### src/rtl/mux_rr_arbiter.sv
// Round-robin arbiter over eight requesters feeding a registered 8:1 data mux
// with a valid/ready output handshake and a completed-transfer counter.
module mux_rr_arbiter #(
  parameter int unsigned NREQ  = 8,
  parameter int unsigned WIDTH = 8
) (
  input  logic             clk,
  input  logic             rst_n,
  input  logic [NREQ-1:0]  req,
  input  logic [WIDTH-1:0] In1,
  input  logic [WIDTH-1:0] In2,
  input  logic [WIDTH-1:0] In3,
  input  logic [WIDTH-1:0] In4,
  input  logic [WIDTH-1:0] In5,
  input  logic [WIDTH-1:0] In6,
  input  logic [WIDTH-1:0] In7,
  input  logic [WIDTH-1:0] In8,
  output logic [NREQ-1:0]  ack,
  output logic [2:0]       Sel,
  output logic [WIDTH-1:0] Out,
  output logic             out_valid,
  input  logic             out_ready,
  output logic [15:0]      xfer_count
);

  localparam int unsigned SW = 3;
  localparam int unsigned CW = 16;

  typedef enum logic {IDLE, BUSY} state_t;

  state_t           r_state, w_state_nxt;
  logic [SW-1:0]    r_ptr, w_ptr_nxt;
  logic [SW-1:0]    r_sel, w_sel_nxt;
  logic [WIDTH-1:0] r_out, w_out_nxt;
  logic [NREQ-1:0]  r_ack, w_ack_nxt;
  logic [CW-1:0]    r_cnt, w_cnt_nxt;

  logic [WIDTH-1:0] w_in [NREQ];
  logic             w_accept;
  logic [SW-1:0]    w_base;
  logic             w_found;
  logic [SW-1:0]    w_win;

  assign w_in[0] = In1;
  assign w_in[1] = In2;
  assign w_in[2] = In3;
  assign w_in[3] = In4;
  assign w_in[4] = In5;
  assign w_in[5] = In6;
  assign w_in[6] = In7;
  assign w_in[7] = In8;

  // Accepting a transfer moves the search start past the current winner in the same edge
  assign w_accept = (r_state == BUSY) && out_ready;
  assign w_base   = w_accept ? SW'(r_sel + SW'(1)) : r_ptr;

  // First set request in circular order starting at w_base
  always_comb begin
    w_found = 1'b0;
    w_win   = '0;
    for (int k = 0; k < int'(NREQ); k++) begin
      logic [SW-1:0] v_idx;
      v_idx = SW'(w_base + SW'(k));
      if (!w_found && req[v_idx]) begin
        w_found = 1'b1;
        w_win   = v_idx;
      end
    end
  end

  // Next-state and registered-output decode
  always_comb begin
    w_state_nxt = r_state;
    w_ptr_nxt   = r_ptr;
    w_sel_nxt   = r_sel;
    w_out_nxt   = r_out;
    w_ack_nxt   = '0;
    w_cnt_nxt   = r_cnt;
    case (r_state)
      IDLE: begin
        if (w_found) begin
          w_state_nxt = BUSY;
          w_sel_nxt   = w_win;
          w_out_nxt   = w_in[w_win];
          w_ack_nxt   = NREQ'(1) << w_win;
        end
      end
      BUSY: begin
        if (out_ready) begin
          w_ptr_nxt = SW'(r_sel + SW'(1));
          w_cnt_nxt = CW'(r_cnt + CW'(1));
          if (w_found) begin
            w_sel_nxt = w_win;
            w_out_nxt = w_in[w_win];
            w_ack_nxt = NREQ'(1) << w_win;
          end else begin
            w_state_nxt = IDLE;
          end
        end
      end
      default: w_state_nxt = IDLE;
    endcase
  end

  always_ff @(posedge clk) begin
    if (!rst_n) begin
      r_state <= IDLE;
      r_ptr   <= '0;
      r_sel   <= '0;
      r_out   <= '0;
      r_ack   <= '0;
      r_cnt   <= '0;
    end else begin
      r_state <= w_state_nxt;
      r_ptr   <= w_ptr_nxt;
      r_sel   <= w_sel_nxt;
      r_out   <= w_out_nxt;
      r_ack   <= w_ack_nxt;
      r_cnt   <= w_cnt_nxt;
    end
  end

  assign ack        = r_ack;
  assign Sel        = r_sel;
  assign Out        = r_out;
  assign out_valid  = (r_state == BUSY);
  assign xfer_count = r_cnt;

endmodule

### config.mk
export PLATFORM = sky130hd
export DESIGN_NAME = mux_rr_arbiter
export DESIGN_NICKNAME = d
export VERILOG_FILES = /design/src/rtl/mux_rr_arbiter.sv
export SDC_FILE = /design/constraint.sdc
export NUM_CORES = 1
export LEC_CHECK = 0
export BUFFER_PORTS_ARGS = -buffer_cell sky130_fd_sc_hd__buf_4
export CAP_MARGIN = 5
export CORE_UTILIZATION = 50
export CTS_BUF_LIST = sky130_fd_sc_hd__clkbuf_8
export DETAILED_ROUTE_END_ITERATION = 12
export HOLD_SLACK_MARGIN = 0.05
export PLACE_DENSITY = 0.8
export SYNTH_ARGS = -nofsm -noshare
export SYNTH_HDL_FRONTEND = slang
export SYNTH_SLANG_ARGS = --single-unit
### constraint.sdc
create_clock -name clk -period 5.9 [get_ports clk]
set_clock_uncertainty 0.15 [all_clocks]
set_input_delay 0.59 -clock clk [delete_from_list [all_inputs] [get_ports clk]]
set_output_delay 0.59 -clock clk [all_outputs]
set_load 0.05 [all_outputs]
==> impl_metrics.csv, run 1 <==
group,metric,value,unit
status,status,"complete, no violations",
floorplan,initial_core_util,0.5303,
clocking,cts_setup_buffers,0,
setup_path,r2r-start,"out_valid$_SDFF_PN0_",
power,ir_worst_vdd,0.0002940,V
grt,antenna_found_initial,0,
clocking,clk_latency,0.29,ns
route,drc,0,
setup_path,cp.required,5.96,ns
placement,gp_congestion,0.9409,
timing,fin_crit,5.027,ns
hold_path,hold_path.class,"flip-flop to flip-flop",
timing,tns,0,ns
setup_path,worst_ep_arrival_time,5.09,ns
hold_path,hold_end,"Out[7]$_SDFFE_PN0P_",
clocking,cts_buffers,5,
grt,grt_max_degree,24,
yosys,synth_top_area_cell,"dfxtp_1",
run,drv_cap,0,
clocking,post_cts_resized,0,
setup_path,r2r_end,"Out[6]$_SDFFE_PN0P_",
yosys,ys_ff_latch,39,
clocking,cts.path.max_buffers,2,
route,antenna_left,0,
route,vias,3482,
grt,grt_usage,0.2877,
yosys,netlist_area,0.003214,sq mm
yosys,yosysTopAreaCellShare,0.2429,
timing,setup_slack,0.8726,ns
setup_path,critPathKind,"flip-flop to flip-flop",
clocking,htreeDepth,2,
clocking,ctsHoldBuffers,0,
timing,finalHoldViolCount,0,
setup_path,start_kind,"flip-flop",
setup_path,r2r_slack,0.87,ns
placement,numPortBuffers,110,
cells_and_area,post-route-util,0.6775,
route,dr_wl_met2,4804,um
grt,grt_pass1_vias,3169,
hold_path,whs_path_depth,2,
timing,worst_pin_slew,0.7533,ns
floorplan,die-area,0.006754,sq mm
yosys,synth.area.top_cells,"dfxtp_1, mux2_2, mux2i_1",
timing,finalMaxSlewViolations,0,
clocking,root_buffer,"clkbuf_8",
timing,fmax,198.9,MHz
setup_path,max_stage_delay,0.60,ns
setup_path,reg2reg_depth,14,
setup_path,critPathSlowestCell,"a21boi_4",
route,totalWireLength,9650,um
timing,setup-violations-final,0,
route,firstDrtPassIters,5,
cells_and_area,diodes,0,
placement,place_inst,553,
yosys,synthCells,388,
setup_path,crit_path_frequent_cell,"nand2_1",
grt,overflow,0,
yosys,ys.flop_type,"dfxtp_1",
grt,grt_pass1_wl,15100,um
hold_path,min-delay-start,"Out[7]$_SDFFE_PN0P_",
setup_path,crit_path_max_fanout,18,
floorplan,core,0.006061,sq mm
yosys,seq_area_frac_synth,0.2429,
cells_and_area,finalNetCount,564,
clocking,cts_sinks,39,
yosys,synth.avg_cell_area,8.284,sq um
setup_path,cp-startpoint,"out_valid$_SDFF_PN0_",
floorplan,die_w,82.18,um
cells_and_area,area_delta_synth_final,27.75,%
yosys,synth_nets,467,
clocking,cts_tree,"yes",
setup_path,endpoint_kind,"flip-flop",
timing,whs,0.3333,ns
placement,hpwl,7628,um
floorplan,io_pins,111,
setup_path,path_cells,"nand3_1 > nand2_1 > inv_1 > ha_1 > a211o_1 > and2_1 > o211ai_1 > nand2_1 > a211oi_1 > o31ai_1 > a21boi_4 > buf_4 > mux2_2 > o221ai_1",
timing,slew_headroom,0.4978,
route,wl_per_cell,17.20,um
yosys,async_flop_share,0,
floorplan,fp-row-count,28,
power,power_density,503.1,mW/mm^2
cells_and_area,fin_cells,561,
timing,rsz0062_at_grt,"no",
route,drt-initial-drc-count,319,
route,topRoutingLayerUsed,"met4",
floorplan,die_y,82.18,um
yosys,synth_edf_count,0,
timing,fin_crit_sh,0.8521,
route,met1_length,4089,um
clocking,cts.reportedPaths.clkPinSlew,0.09,ns
power,p_leak,1.778,nW
route,via_per_inst,6.207,
cells_and_area,drive_above_1_share,0.3354,
yosys,yosys_warnings,0,
placement,pre_cts_ws,0.8299,ns
route,met3_length,640,um
yosys,yosysUniqueCellTypes,69,
[critical path: cells and delay by family (launching register included)]
family          cells  cell delay [ns]
mux                 1             0.35
simple gates        4             1.19
fa+ha+maj           1             0.24
buf+inv             2             0.46
flops               1             0.58
compound gates      6             1.96
[cells in the final DEF, fill, tap and decap left out, drive strengths merged, types with 7 or more instances in the layout]
master  synthesis  final
nor4            7      7
and3            7      7
a21oi          16     16
nand3          26     26
o21ai          15     15
a22oi           7      7
nand2          35     35
mux2           22     22
o211ai         10     10
dfxtp          39     39
buf            17    113
mux2i          16     16
xor2           13     13
nor2           41     41
nor3            9      9
and2           10     10
[synthesized netlist by cell type (6+ instances only)]
library cell and count:
nand3_1 25, nand2_1 34, and2_1 8, mux2i_1 16, a22oi_1 7, buf_2 8, buf_6 6, mux2_2 21
nor2_1 39, nor4_1 6, a221oi_1 6, o21ai_0 9, and3_1 6, clkbuf_1 6, o211ai_1 10, nor3_1 9
xor2_1 13, dfxtp_1 39, a21oi_1 16
[kinds of logic after synthesis]
kind of cell | after synthesis | synth area share
flip-flops | 39 | 0.2429
multiplexers | 41 | 0.1491
AND/OR/NAND/NOR | 155 | 0.2472
adder cells (fa/ha/maj) | 4 | 0.01557
AO/OA/AOI/OAI | 102 | 0.2390
buffers and inverters | 28 | 0.05216
XOR/XNOR | 19 | 0.05411
[per-stage QoR]
step                area [sq um]  total power [mW]
floorplan                   3214             1.556
global placement            4014             1.841
detailed placement          4014             1.861
CTS                         4106             2.051
global route                4106             2.196
finish                      4106             2.066
[per-layer routing]
metal  GRT usage  vias to the layer above
met5           0                        -
met4     0.07895                        0
met3     0.04615                       12
met2      0.4736                      162
met1      0.3875                     1642
li1            -                     1666
[how the worst max path moves through the flow]
| stage | end | slack, ns | cells past startpoint |
|---|---|---|---|
| 2_1_floorplan | Out[1]$_SDFFE_PN0P_ | 1.42 | 16 |
| 6_report | Out[6]$_SDFFE_PN0P_ | 0.87 | 14 |
| 5_1_grt | Out[6]$_SDFFE_PN0P_ | 0.47 | 14 |
| 3_3_place_gp | Out[5]$_SDFFE_PN0P_ | 1.02 | 15 |
| 3_5_place_dp | Out[6]$_SDFFE_PN0P_ | 0.83 | 15 |
| 4_1_cts | Out[6]$_SDFFE_PN0P_ | 0.94 | 14 |
[state kept, by name, summed over array words and instances, names as in the netlist]
name and count:
Out 8, Sel 3, ack 8, out_valid 1
r_ptr 3, xfer_count 16
[layout make-up]
cell class                      instances  area (sq um)
Sequential cell                        39         780.7
Tap cell                               75         93.84
Clock buffer                            5         68.82
Fill cell                             542          1954
Inverter                                5         18.77
Clock inverter                          3         23.77
Timing Repair Buffer                  113         848.3
Multi-Input combinational cell        321          2272
[power by group]
part	internal, mW	switching, mW
registers	0.320	0.0343
logic	0.594	0.931
clock network	0.0845	0.102
total	0.999	1.07
(Power assumes the default switching activity.)
==> inputs of run 2 (changes only) <==
==> constraint.sdc (replaced) <==
create_clock -name clk -period 6.5 [get_ports clk]
set_clock_uncertainty 0.15 [all_clocks]
set_input_delay 0.65 -clock clk [delete_from_list [all_inputs] [get_ports clk]]
set_output_delay 0.65 -clock clk [all_outputs]
set_load 0.05 [all_outputs]
==> impl_metrics.csv, run 2 (synthesis results as in run 1) <==
group,metric,value,unit
status,status,"complete, no violations",
floorplan,die-area,0.006754,sq mm
floorplan,die_w,82.18,um
setup_path,r2r_end,"Out[3]$_SDFFE_PN0P_",
power,ir_worst_vdd,0.0003096,V
route,antenna_left,0,
cells_and_area,fin_cells,559,
hold_path,min-delay-start,"Out[2]$_SDFFE_PN0P_",
hold_path,whs_path_depth,2,
cells_and_area,stdcell_area,0.004091,sq mm
clocking,ctsHoldBuffers,0,
setup_path,critPathKind,"flip-flop to flip-flop",
grt,grt_pass1_vias,3082,
cells_and_area,diodes,0,
power,power_density,453.5,mW/mm^2
placement,numPortBuffers,110,
setup_path,r2r_slack,1.30,ns
floorplan,initial_core_util,0.5303,
floorplan,io_pins,111,
route,via_per_inst,6.120,
hold_path,hold_path.class,"flip-flop to flip-flop",
setup_path,critPathSlowestCell,"o22ai_2",
route,wl_per_cell,16.98,um
cells_and_area,drive_above_1_share,0.3326,
grt,grt_pass1_wl,14570,um
timing,rsz0062_at_grt,"no",
timing,whs,0.3333,ns
power,power,1.856,mW
setup_path,critPathBufInv,1,
placement,pre_cts_ws,1.230,ns
timing,worst_pin_slew,1.101,ns
route,vias,3421,
clocking,cts_setup_buffers,0,
setup_path,r2r-start,"out_valid$_SDFF_PN0_",
setup_path,worst_ep_arrival_time,5.22,ns
cells_and_area,finalNetCount,562,
floorplan,die_y,82.18,um
setup_path,critical-path-top-delay-family,"simple AND/OR/NAND/NOR gates",
route,totalWireLength,9491,um
setup_path,start_kind,"flip-flop",
grt,busiest_layer,"met2",
grt,antenna_found_initial,0,
cells_and_area,area_delta_synth_final,27.29,%
timing,setup_slack,1.304,ns
setup_path,endpoint_kind,"flip-flop",
cells_and_area,final_common_cell,"buf_4",
placement,hpwl,7303,um
placement,dpl-instance-area,0.003999,sq mm
grt,met3_usage,0.04835,
floorplan,fp-row-count,28,
timing,finalMaxSlewViolations,0,
grt,met2_usage,0.4554,
setup_path,path_cells,"nand3_1 > nand2_1 > inv_1 > ha_1 > o211ai_1 > and2_1 > mux4_2 > o2111ai_1 > nand3_1 > o22ai_2 > nor2_1 > a311oi_1 > o21ai_1",
timing,fmax,192.5,MHz
clocking,clk_latency,0.29,ns
power,p_leak,1.768,nW
clocking,cts_sinks,39,
placement,place_inst,551,
floorplan,core,0.006061,sq mm
grt,overflow,0,
route,drt-initial-drc-count,291,
timing,slew_headroom,0.2660,
hold_path,hold_end,"Out[2]$_SDFFE_PN0P_",
grt,grt_usage,0.2771,
setup_path,crit_path_frequent_cell,"nand3_1",
run,drv_cap,0,
clocking,cts.reportedPaths.clkPinSlew,0.09,ns
clocking,cts_buffers,5,
setup_path,max_stage_delay,0.83,ns
setup_path,crit_path_max_fanout,21,
clocking,post_cts_resized,0,
setup_path,cp.required,6.53,ns
cells_and_area,post-route-util,0.6751,
grt,met1_usage,0.3747,
timing,fin_crit_sh,0.7993,
clocking,root_buffer,"clkbuf_8",
setup_path,reg2reg_depth,13,
timing,setup-violations-final,0,
timing,tns,0,ns
clocking,cts_tree,"yes",
timing,fin_crit,5.196,ns
cells_and_area,largest_register_ffs,16,
clocking,htreeDepth,2,
clocking,cts.path.max_buffers,2,
timing,finalHoldViolCount,0,
route,firstDrtPassIters,5,
cells_and_area,mostFrequentLayoutCells,"buf_4, dfxtp_1, nor2_1",
placement,gp_congestion,0.9276,
route,drc,0,
grt,grt_max_degree,24,
run 2: cell types whose count changed in the layout (fill, tap and decap cells not counted), sizes merged:
cell / change
buf: -2
run 2: final cells by class:
type / instances / area [sq um]
multi-input combinational: 321 / 2272
fill: 513 / 1969
timing repair buffer: 111 / 833.3
sequential: 39 / 780.7
tap: 75 / 93.84
clock buffer: 5 / 68.82
clock inverter: 3 / 23.77
inverter: 5 / 18.77
run 2: per-layer routing:
metal,share of wire,wire length [um]
met1,0.44,4133
met3,0.072,681
met4,0.014,130
met5,0,0
met2,0.48,4546
run 2: worst min-delay path: cells and delay by family, from the launching register on:
family	cells	cell delay (ns)
DFF	1	0.34
and+or+nand+nor	1	0.05
AOI/OAI and AO/OA	1	0.07
run 2: how the worst max path moves through the flow:
| stage | from | end | slack (ns) | cells after the start |
|---|---|---|---|---|
| floorplan | Sel[0]$_SDFFE_PN0P_ | Out[1]$_SDFFE_PN0P_ | 2.02 | 16 |
| global placement | out_ready | Out[5]$_SDFFE_PN0P_ | 1.41 | 15 |
| detailed placement | out_ready | Out[0]$_SDFFE_PN0P_ | 1.23 | 14 |
| CTS | out_valid$_SDFF_PN0_ | Out[0]$_SDFFE_PN0P_ | 1.43 | 13 |
| global route | out_valid$_SDFF_PN0_ | Out[0]$_SDFFE_PN0P_ | 0.86 | 14 |
| finish | out_valid$_SDFF_PN0_ | Out[3]$_SDFFE_PN0P_ | 1.30 | 13 |
run 2: power breakdown:
group	switching, mW	leakage, nW	total, mW	internal (mW)
Combinational	0.833	1.41	1.36	0.529
Sequential	0.0324	0.318	0.323	0.291
Clock	0.0931	0.0408	0.170	0.0767
==> inputs of run 3 (changes only) <==
==> constraint.sdc (replaced) <==
create_clock -name clk -period 5.02 [get_ports clk]
set_clock_uncertainty 0.15 [all_clocks]
set_input_delay 0.502 -clock clk [delete_from_list [all_inputs] [get_ports clk]]
set_output_delay 0.502 -clock clk [all_outputs]
set_load 0.05 [all_outputs]
==> impl_metrics.csv, run 3 (synthesis results as in run 1) <==
group,metric,value,unit
status,status,"complete, no violations",
cells_and_area,finalNetCount,569,
power,p_leak,1.802,nW
route,vias,3522,
timing,rsz0062_at_grt,"no",
route,drc,0,
power,intPower,1.198,mW
power,p_switching,1.287,mW
floorplan,fp-row-count,28,
run,drv_cap,0,
timing,tns,0,ns
grt,grt_pass1_wl,15600,um
route,firstDrtPassIters,5,
cells_and_area,final_common_cell,"buf_4",
power,switching_share,0.5178,
setup_path,start_kind,"flip-flop",
cells_and_area,largest_register_ffs,16,
timing,setup-violations-final,0,
power,seqPwrFrac,0.169,
setup_path,cp.required,5.06,ns
timing,finalHoldViolCount,0,
cells_and_area,area_delta_synth_final,28.92,%
setup_path,r2r_slack,0.41,ns
grt,antenna_found_initial,0,
cells_and_area,mostFrequentLayoutCells,"buf_4, dfxtp_1, nor2_1",
clocking,cts_buffers,5,
floorplan,die_w,82.18,um
clocking,cts_tree,"yes",
route,via_per_inst,6.223,
timing,finalMaxSlewViolations,0,
cells_and_area,diodes,0,
timing,fin_crit,4.610,ns
clocking,cts.reportedPaths.clkPinSlew,0.10,ns
setup_path,worst_ep_arrival_time,4.65,ns
placement,dpl-instance-area,0.004051,sq mm
route,totalWireLength,10140,um
setup_path,r2r_end,"Out[1]$_SDFFE_PN0P_",
clocking,cts.path.max_buffers,2,
clocking,htreeDepth,2,
setup_path,reg2reg_depth,14,
cells_and_area,nFillCells,539,
timing,worst_pin_slew,0.7222,ns
floorplan,initial_core_util,0.5303,
timing,fin_crit_sh,0.9184,
clocking,clk_latency,0.31,ns
timing,fmax,216.9,MHz
setup_path,critPathKind,"flip-flop to flip-flop",
hold_path,min-delay-start,"rst_n",
power,power_density,599.7,mW/mm^2
floorplan,io_pins,111,
grt,grt_pass1_vias,3341,
timing,slew_headroom,0.5185,
clocking,cts_setup_buffers,0,
grt,grt_max_degree,24,
clocking,post_cts_resized,0,
route,antenna_left,0,
floorplan,die-area,0.006754,sq mm
grt,overflow,0,
power,clockPowerShare,0.094,
placement,numPortBuffers,110,
cells_and_area,drive_above_1_share,0.3422,
clocking,root_buffer,"clkbuf_8",
cells_and_area,stdcell_area,0.004144,sq mm
power,ir_worst_vdd,0.0004358,V
setup_path,r2r-start,"Sel[0]$_SDFFE_PN0P_",
setup_path,crit_path_max_fanout,18,
placement,gp_congestion,0.9003,
floorplan,die_y,82.18,um
clocking,cts_sinks,39,
power,comb_power_share,0.737,
placement,hpwl,7792,um
hold_path,hold_end,"Sel[2]$_SDFFE_PN0P_",
setup_path,endpoint_kind,"flip-flop",
route,wl_per_cell,17.92,um
grt,grt_usage,0.3004,
hold_path,hold_path.class,"primary input to flip-flop",
clocking,ctsHoldBuffers,0,
hold_path,whs_path_depth,2,
route,drt-initial-drc-count,241,
floorplan,core,0.006061,sq mm
==> run 3: how the worst max path moves through the flow <==
stage                         start             endpoint  slack, ns
4_1_cts         Sel[0]$_SDFFE_PN0P_  Out[2]$_SDFFE_PN0P_       0.41
5_1_grt        out_valid$_SDFF_PN0_  Out[6]$_SDFFE_PN0P_       0.08
2_1_floorplan   Sel[0]$_SDFFE_PN0P_  Out[1]$_SDFFE_PN0P_       0.54
3_5_place_dp              out_ready  Out[2]$_SDFFE_PN0P_       0.35
3_3_place_gp              out_ready  Out[1]$_SDFFE_PN0P_       0.50
6_report        Sel[0]$_SDFFE_PN0P_  Out[1]$_SDFFE_PN0P_       0.41
==> run 3: power by group through the flow <==
stage | registers, mW | clock network, mW | logic, mW
CTS | 0.418 | 0.234 | 1.80
global route | 0.425 | 0.247 | 1.95
finish | 0.420 | 0.233 | 1.83
global placement | 0.424 | 0 | 1.76
detailed placement | 0.423 | 0 | 1.79
floorplan | 0.618 | 0 | 1.21
==> run 3: metal layers <==
layer	track usage	share of wire	vias up
li1	-	-	1670
met1	0.3814	0.41	1642
met5	0	0	-
met4	0.09474	0.019	0
met2	0.5198	0.50	188
met3	0.04396	0.064	22
==> run 3: cell type report <==
type,count,area (sq um),area share
multi-input cells,321,2272,0.5483
repair buffers,118,885.9,0.2138
flip-flops and latches,39,780.7,0.1884
well taps,75,93.84,0.02264
clock buffers,5,68.82,0.01661
clock inverters,3,23.77,0.005737
inverters,5,18.77,0.004529
==> run 3: through the flow <==
stage	setup WS (ns)	cells	hold WS, ns	util	power (mW)
detailed placement	0.3462	558	0.3234	0.6685	2.213
finish	0.4096	566	0.2807	0.6837	2.485
global placement	0.5042	558	0.3063	0.6685	2.179
CTS	0.4141	566	0.2850	0.6837	2.450
global route	0.07768	566	0.2937	0.6837	2.620
floorplan	0.5445	388	0.4737	-	1.829
==> run 3: critical path, stage by stage, from the launching register on <==
cell      delay (ns)
dfxtp_1         0.47
ha_1            0.30
mux2_2          0.40
ha_1            0.25
o211ai_1        0.15
and2_1          0.40
mux4_2          0.60
nand4_4         0.18
nor3_1          0.08
or2_4           0.29
a21boi_4        0.51
buf_4           0.26
mux2i_1         0.21
mux2_2          0.17
o211ai_1        0.07
